`config.mk`:
```
export PLATFORM = sky130hd
export DESIGN_NAME = keypad_scanner
export DESIGN_NICKNAME = d
export VERILOG_FILES = /design/src/rtl/keypad_pkg.sv /design/src/rtl/keypad_scanner_sync_2ff.sv /design/src/rtl/keypad_scanner.sv
export SDC_FILE = /design/constraint.sdc
export NUM_CORES = 1
export LEC_CHECK = 0
export ABC_AREA = 1
export CAP_MARGIN = 20
export CORE_AREA = 2 2 90 92
export CTS_CLUSTER_SIZE = 14
export DETAILED_ROUTE_END_ITERATION = 10
export DIE_AREA = 0 0 92 94
export PLACE_DENSITY_LB_ADDON = 0.05
export SYNTH_ARGS = -nofsm -noshare
export SYNTH_HDL_FRONTEND = slang
export SYNTH_SLANG_ARGS = --single-unit
```
`constraint.sdc`:
```
create_clock -name clk -period 3.55 [get_ports clk]
set_input_delay 0.5325 -clock clk [delete_from_list [all_inputs] [get_ports clk]]
set_output_delay 0.5325 -clock clk [all_outputs]
set_load 0.02 [all_outputs]
```
`src/rtl/keypad_pkg.sv`:
```
// Shared types and constants for the 4x4 keypad scanner: FSM states, key map,
// idle column pattern and small row/column decode helpers.
package keypad_pkg;

    typedef enum logic [1:0] {
        SCAN     = 2'd0,
        DEBOUNCE = 2'd1,
        HELD     = 2'd2,
        RELEASE  = 2'd3
    } state_t;

    // Result of looking for exactly one low row line
    typedef struct packed {
        logic       hit;
        logic [1:0] row;
    } row_hit_t;

    localparam logic [3:0] IDLE_COLS = 4'b1111;

    // Key codes, rows top->bottom, columns left->right
    localparam logic [3:0] KEYMAP [0:3][0:3] = '{
        '{4'h1, 4'h2, 4'h3, 4'hA},
        '{4'h4, 4'h5, 4'h6, 4'hB},
        '{4'h7, 4'h8, 4'h9, 4'hC},
        '{4'hE, 4'h0, 4'hF, 4'hD}
    };

    // Exactly one low row is a key; none or several (ghosting) is not
    function automatic row_hit_t find_low_row(input logic [3:0] rows);
        row_hit_t res;
        res.hit = 1'b1;
        res.row = 2'd0;
        case (rows)
            4'b1110: res.row = 2'd0;
            4'b1101: res.row = 2'd1;
            4'b1011: res.row = 2'd2;
            4'b0111: res.row = 2'd3;
            default: res.hit = 1'b0;
        endcase
        return res;
    endfunction

    // Active-low one-hot strobe / row pattern for an index
    function automatic logic [3:0] low_onehot(input logic [1:0] idx);
        logic [3:0] one;
        one = 4'b0001;
        return ~(one << idx);
    endfunction

endpackage

```
`src/rtl/keypad_scanner_sync_2ff.sv`:
```
// Two-flop synchronizer for asynchronous level inputs, with a configurable
// reset value so idle (pulled-up) lines do not look active after reset.
module sync_2ff #(
    parameter int               WIDTH     = 4,
    parameter logic [WIDTH-1:0] RESET_VAL = {WIDTH{1'b1}}
) (
    input  logic             clk,
    input  logic             reset,
    input  logic [WIDTH-1:0] d,
    output logic [WIDTH-1:0] q
);

    logic [WIDTH-1:0] meta_r;
    logic [WIDTH-1:0] sync_r;

    // Two-stage capture of the asynchronous input
    always_ff @(posedge clk) begin
        if (!reset) begin
            meta_r <= RESET_VAL;
            sync_r <= RESET_VAL;
        end else begin
            meta_r <= d;
            sync_r <= meta_r;
        end
    end

    assign q = sync_r;

endmodule

```
`src/rtl/keypad_scanner.sv`:
```
// 4x4 matrix keypad scanner: strobes columns, samples synchronized rows,
// debounces press and release, and emits one key code pulse per press.
module keypad_scanner
    import keypad_pkg::*;
#(
    parameter int SCAN_CYCLES     = 24000,
    parameter int DEBOUNCE_CYCLES = 480000,
    parameter int CNT_W           = 20
) (
    input  logic       clk,
    input  logic       reset,
    input  logic       en,
    input  logic [3:0] row_n,
    output logic [3:0] col_n,
    output logic [3:0] key_code,
    output logic       key_valid,
    output logic       key_held
);

    localparam logic [CNT_W-1:0] SCAN_LAST = CNT_W'(SCAN_CYCLES - 1);
    localparam logic [CNT_W-1:0] DEB_LAST  = CNT_W'(DEBOUNCE_CYCLES - 1);
    localparam logic [CNT_W-1:0] CNT_ZERO  = {CNT_W{1'b0}};
    localparam logic [CNT_W-1:0] CNT_ONE   = CNT_W'(1);

    logic [3:0] rows_s;
    row_hit_t   hit_s;

    state_t           state_r,     state_s;
    logic [1:0]       col_r,       col_s;
    logic [CNT_W-1:0] cnt_r,       cnt_s;
    logic [1:0]       cap_row_r,   cap_row_s;
    logic [3:0]       key_code_r,  key_code_s;
    logic             key_valid_r, key_valid_s;
    logic             key_held_r,  key_held_s;
    logic [3:0]       col_n_r,     col_n_s;

    sync_2ff #(
        .WIDTH     (4),
        .RESET_VAL (IDLE_COLS)
    ) u_row_sync (
        .clk   (clk),
        .reset (reset),
        .d     (row_n),
        .q     (rows_s)
    );

    assign hit_s = find_low_row(rows_s);

    // Next-state, counter, capture and output computation
    always_comb begin
        state_s     = state_r;
        col_s       = col_r;
        cnt_s       = cnt_r;
        cap_row_s   = cap_row_r;
        key_code_s  = key_code_r;
        key_valid_s = 1'b0;
        key_held_s  = 1'b0;
        col_n_s     = IDLE_COLS;

        if (!en) begin
            state_s = SCAN;
            col_s   = 2'd0;
            cnt_s   = CNT_ZERO;
        end else begin
            case (state_r)
                SCAN: begin
                    if (col_n_r == IDLE_COLS) begin
                        // Columns not yet driven: start the dwell once the strobe is out
                        cnt_s = CNT_ZERO;
                    end else if (cnt_r == SCAN_LAST) begin
                        cnt_s = CNT_ZERO;
                        if (hit_s.hit) begin
                            cap_row_s = hit_s.row;
                            state_s   = DEBOUNCE;
                        end else begin
                            col_s = col_r + 2'd1;
                        end
                    end else begin
                        cnt_s = cnt_r + CNT_ONE;
                    end
                end
                DEBOUNCE: begin
                    if (rows_s == low_onehot(cap_row_r)) begin
                        if (cnt_r == DEB_LAST) begin
                            cnt_s       = CNT_ZERO;
                            state_s     = HELD;
                            key_valid_s = 1'b1;
                            key_code_s  = KEYMAP[cap_row_r][col_r];
                        end else begin
                            cnt_s = cnt_r + CNT_ONE;
                        end
                    end else begin
                        // Bounce: retry the same column with a fresh dwell
                        state_s = SCAN;
                        cnt_s   = CNT_ZERO;
                    end
                end
                HELD: begin
                    cnt_s = CNT_ZERO;
                    if (rows_s[cap_row_r]) begin
                        state_s = RELEASE;
                    end else begin
                        state_s = HELD;
                    end
                end
                RELEASE: begin
                    if (rows_s[cap_row_r]) begin
                        if (cnt_r == DEB_LAST) begin
                            state_s = SCAN;
                            cnt_s   = CNT_ZERO;
                            col_s   = col_r + 2'd1;
                        end else begin
                            cnt_s = cnt_r + CNT_ONE;
                        end
                    end else begin
                        state_s = HELD;
                        cnt_s   = CNT_ZERO;
                    end
                end
                default: begin
                    state_s = SCAN;
                    col_s   = 2'd0;
                    cnt_s   = CNT_ZERO;
                end
            endcase

            col_n_s = low_onehot(col_s);
            if ((state_s == HELD) || (state_s == RELEASE)) begin
                key_held_s = 1'b1;
            end else begin
                key_held_s = 1'b0;
            end
        end
    end

    // State, counter and registered output update
    always_ff @(posedge clk) begin
        if (!reset) begin
            state_r     <= SCAN;
            col_r       <= 2'd0;
            cnt_r       <= CNT_ZERO;
            cap_row_r   <= 2'd0;
            key_code_r  <= 4'h0;
            key_valid_r <= 1'b0;
            key_held_r  <= 1'b0;
            col_n_r     <= IDLE_COLS;
        end else begin
            state_r     <= state_s;
            col_r       <= col_s;
            cnt_r       <= cnt_s;
            cap_row_r   <= cap_row_s;
            key_code_r  <= key_code_s;
            key_valid_r <= key_valid_s;
            key_held_r  <= key_held_s;
            col_n_r     <= col_n_s;
        end
    end

    assign col_n     = col_n_r;
    assign key_code  = key_code_r;
    assign key_valid = key_valid_r;
    assign key_held  = key_held_r;

endmodule

```
==> run_results.csv <==
group,metric,value,unit
detailed_routing,num_vias,2126,
global_routing,grt_usage,13.67,%
yosys,synth.most_common_cell,"nand2_1",
critical_path,worstPathCellList,"inv_1 -> o21ai_1 -> nand4_1 -> nor2_1 -> nand2_1 -> nand2_2 -> nand2_2 -> nand2_4 -> nand2_4 -> nor3_1",
clock_network,cts_max_path_buffers,2,
layout,fin_nets,380,
power_and_ir_drop,p_total,873.0,uW
floorplan,die_h,94,um
yosys,synth_area_per_cell,6.995,sq um
power_and_ir_drop,p_comb_share,4.4,%
sta,max_freq,0.5273,GHz
floorplan,start_util,32.09,%
yosys,synth_top_area_cell,"dfxtp_1",
power_and_ir_drop,powerDensity,313.6,nW/um^2
clock_network,cts_tree,"yes",
floorplan,die-width,92,um
yosys,synthTopCellsByArea,"dfxtp_1, nand2_1, nand3_1",
place,place_ws,1383,ps
sta,setup_tns,0,ps
critical_path,worstSetupStartpointType,"register",
job,max-cap-violations,0,
power_and_ir_drop,p_int,670.3,uW
clock_network,cts_made_buffers,5,
yosys,synthCells,349,
sta,slew_violations,0,
clock_network,numClockSinks,44,
yosys,synth_nets,361,
sta,fin_ws,1653,ps
yosys,ys_warn_count,0,
critical_path,cp_max_fo,16,
place,io_buffers,16,
sta,hold_viol_final,0,
detailed_routing,detail_route.wl_per_cell,11.44,um
global_routing,grt_pass1_wl,9411,um
sta,setup_viol,0,
clock_network,cts_hold_buf,0,
global_routing,grt_pass1_vias,2049,
detailed_routing,vias_per_cell,4.514,
place,place.gp.congestion,0.8211,
detailed_routing,drtIter0Drc,101,
critical_path,worstPathArrival,2130,ps
detailed_routing,antenna_left,0,
power_and_ir_drop,leakagePower,1.163,nW
critical_path,crit_path_end_kind,"register",
yosys,synth_commonest_cells,"nand2_1, inv_1, dfxtp_1",
hold_path,hold_path.class,"register to register",
layout,diodes,0,
critical_path,critPathKind,"register to register",
critical_path,worstPathRequired,3780,ps
floorplan,die_area,8648,sq um
yosys,synth_seq_cells,44,
detailed_routing,route.detailed.drc,0,
yosys,ys_types,35,
sta,fin_skew,11.19,ps
yosys,synth_flop_cell,"dfxtp_1",
sta,slew_headroom,69.82,%
floorplan,row_count,32,
clock_network,htreeDepth,2,
detailed_routing,routed_wl,5387,um
sta,hold_ws,417.2,ps
power_and_ir_drop,pwr-share-clk,38.2,%
sta,tightest_slew,452.0,ps
clock_network,cts_setup_buffers,0,
yosys,synth-edff-count,0,
layout,design_area,2784,sq um
power_and_ir_drop,vdd_drop_max,139.7,uV
clock_network,cts_root_buffer,"clkbuf_8",
global_routing,grt_start_max_net_pins,17,
global_routing,antenna_found_initial,0,
sta,rsz0062_at_grt,"no",
sta,timing.final.crit_share,53.42,%
clock_network,post_cts_resized,0,
place,hpwlAfterDp,4115,um
sta,fin_crit,1897,ps
yosys,synth_async_sr_flop_share,0,%
yosys,syn_area,2441,sq um
floorplan,core-area,7607,sq um
place,dpl_cell_area,2691,sq um
detailed_routing,firstDrtPassIters,4,
layout,drive_above_1_share,15.18,%
yosys,seq_area_frac_synth,36.08,%
power_and_ir_drop,swShare,23.21,%
yosys,synth_top_area_share,36.08,%
power_and_ir_drop,seqPwrFrac,57.4,%
power_and_ir_drop,p_sw,202.6,uW
outcome,run_status,"finished clean",
clock_network,cts.clk_slew.worst_paths,90,ps
layout,syn2layout_area_growth,14.04,%
clock_network,insertion_delay,300,ps
floorplan,ios,17,
critical_path,cpPeakStageDelay,600,ps
global_routing,gr-total-overflow,0,
critical_path,cp_slowest_cell,"dfxtp_1",
## cell type report
cell class | instances | area [sq um]
Fill cell | 863 | 4823
Inverter | 50 | 187.7
Tap cell | 102 | 127.6
Clock inverter | 2 | 10.01
Clock buffer | 6 | 82.58
Sequential cell | 44 | 880.8
Multi-Input combinational cell | 251 | 1335
Timing Repair Buffer | 16 | 160.2
## cells in the final DEF (no fill, tap or decap), types with 2 or more instances in the layout
| cell type | synthesis | routed |
|---|---|---|
| nor2_4 | 5 | 5 |
| nand2_4 | 2 | 2 |
| nand2_1 | 85 | 85 |
| or2_2 | 8 | 8 |
| clkdlybuf4s50_1 | 0 | 16 |
| nor2_1 | 30 | 30 |
| o21ai_0 | 9 | 9 |
| nand2_2 | 8 | 8 |
| nand3_1 | 36 | 36 |
| ha_1 | 5 | 5 |
| nor2_2 | 13 | 13 |
| clkinv_2 | 0 | 2 |
| clkbuf_8 | 0 | 6 |
| inv_1 | 45 | 45 |
| nor3_1 | 6 | 6 |
| inv_2 | 4 | 4 |
| dfxtp_1 | 44 | 44 |
| a21oi_1 | 13 | 13 |
| nand4_1 | 8 | 8 |
| nor3_2 | 3 | 3 |
| xor2_1 | 6 | 6 |
## flip-flops by register name, indices dropped and copies added (netlist names)
register           flops
cnt_r                 20
col_n                  4
key_code               4
u_row_sync.meta_r      4
u_row_sync.q           4
cap_row_r              2
col_r                  2
state_r                2
key_held               1
key_valid              1
## worst max-delay path: cells and delay by family, from the launching register on
family / cells / cell delay, ps
AND/OR/NAND/NOR: 8 / 840
buffers and inverters: 1 / 220
AO/OA/AOI/OAI: 1 / 160
flip-flops: 1 / 600
## cells by family (layout without fill, tap and decap cells)
family / count (synthesis) / count (layout) / share of synthesized area [%]
flip-flops: 44 / 44 / 36.08
adder cells (fa/ha/maj): 5 / 5 / 2.563
buffers and inverters: 54 / 74 / 9.225
AO/OA/AOI/OAI: 30 / 30 / 7.176
XOR/XNOR: 7 / 7 / 2.512
AND/OR/NAND/NOR: 209 / 209 / 42.44
## layer usage
metal  track usage [%]  routed length (um)  vias to the layer above
met5                 0                   0                        -
met4             5.846                 119                        0
met3             3.050                 143                        9
met2             23.10                2516                       24
met1             16.75                2608                      952
li1                  -                   -                     1141
## worst paths after layout
| path | to | startpoint | slack (ps) | cells past startpoint |
|---|---|---|---|---|
| worst max-delay path | cnt_r[14] | cap_row_r[0] | 1650 | 10 |
| worst min-delay path | u_row_sync.q[0] | u_row_sync.meta_r[0] | 420 | 1 |
| worst max register to register | cnt_r[14] | cap_row_r[0] | 1650 | 10 |
| worst min register to register | u_row_sync.q[0] | u_row_sync.meta_r[0] | 420 | 1 |
## per-stage QoR
stage	instances	utilization, %
2_1_floorplan	349	-
3_3_place_gp	463	35.38
3_5_place_dp	463	35.38
4_1_cts	471	36.60
5_1_grt	471	36.60
6_report	471	36.60
## power by group through the flow
stage,Sequential [mW],Combinational (mW),Clock (mW)
2_1_floorplan,0.513,0.0237,0
3_3_place_gp,0.513,0.0390,0
3_5_place_dp,0.513,0.0392,0
4_1_cts,0.501,0.0392,0.351
5_1_grt,0.502,0.0443,0.373
6_report,0.501,0.0383,0.334
No activity file was read; power rests on OpenSTA's default activity.
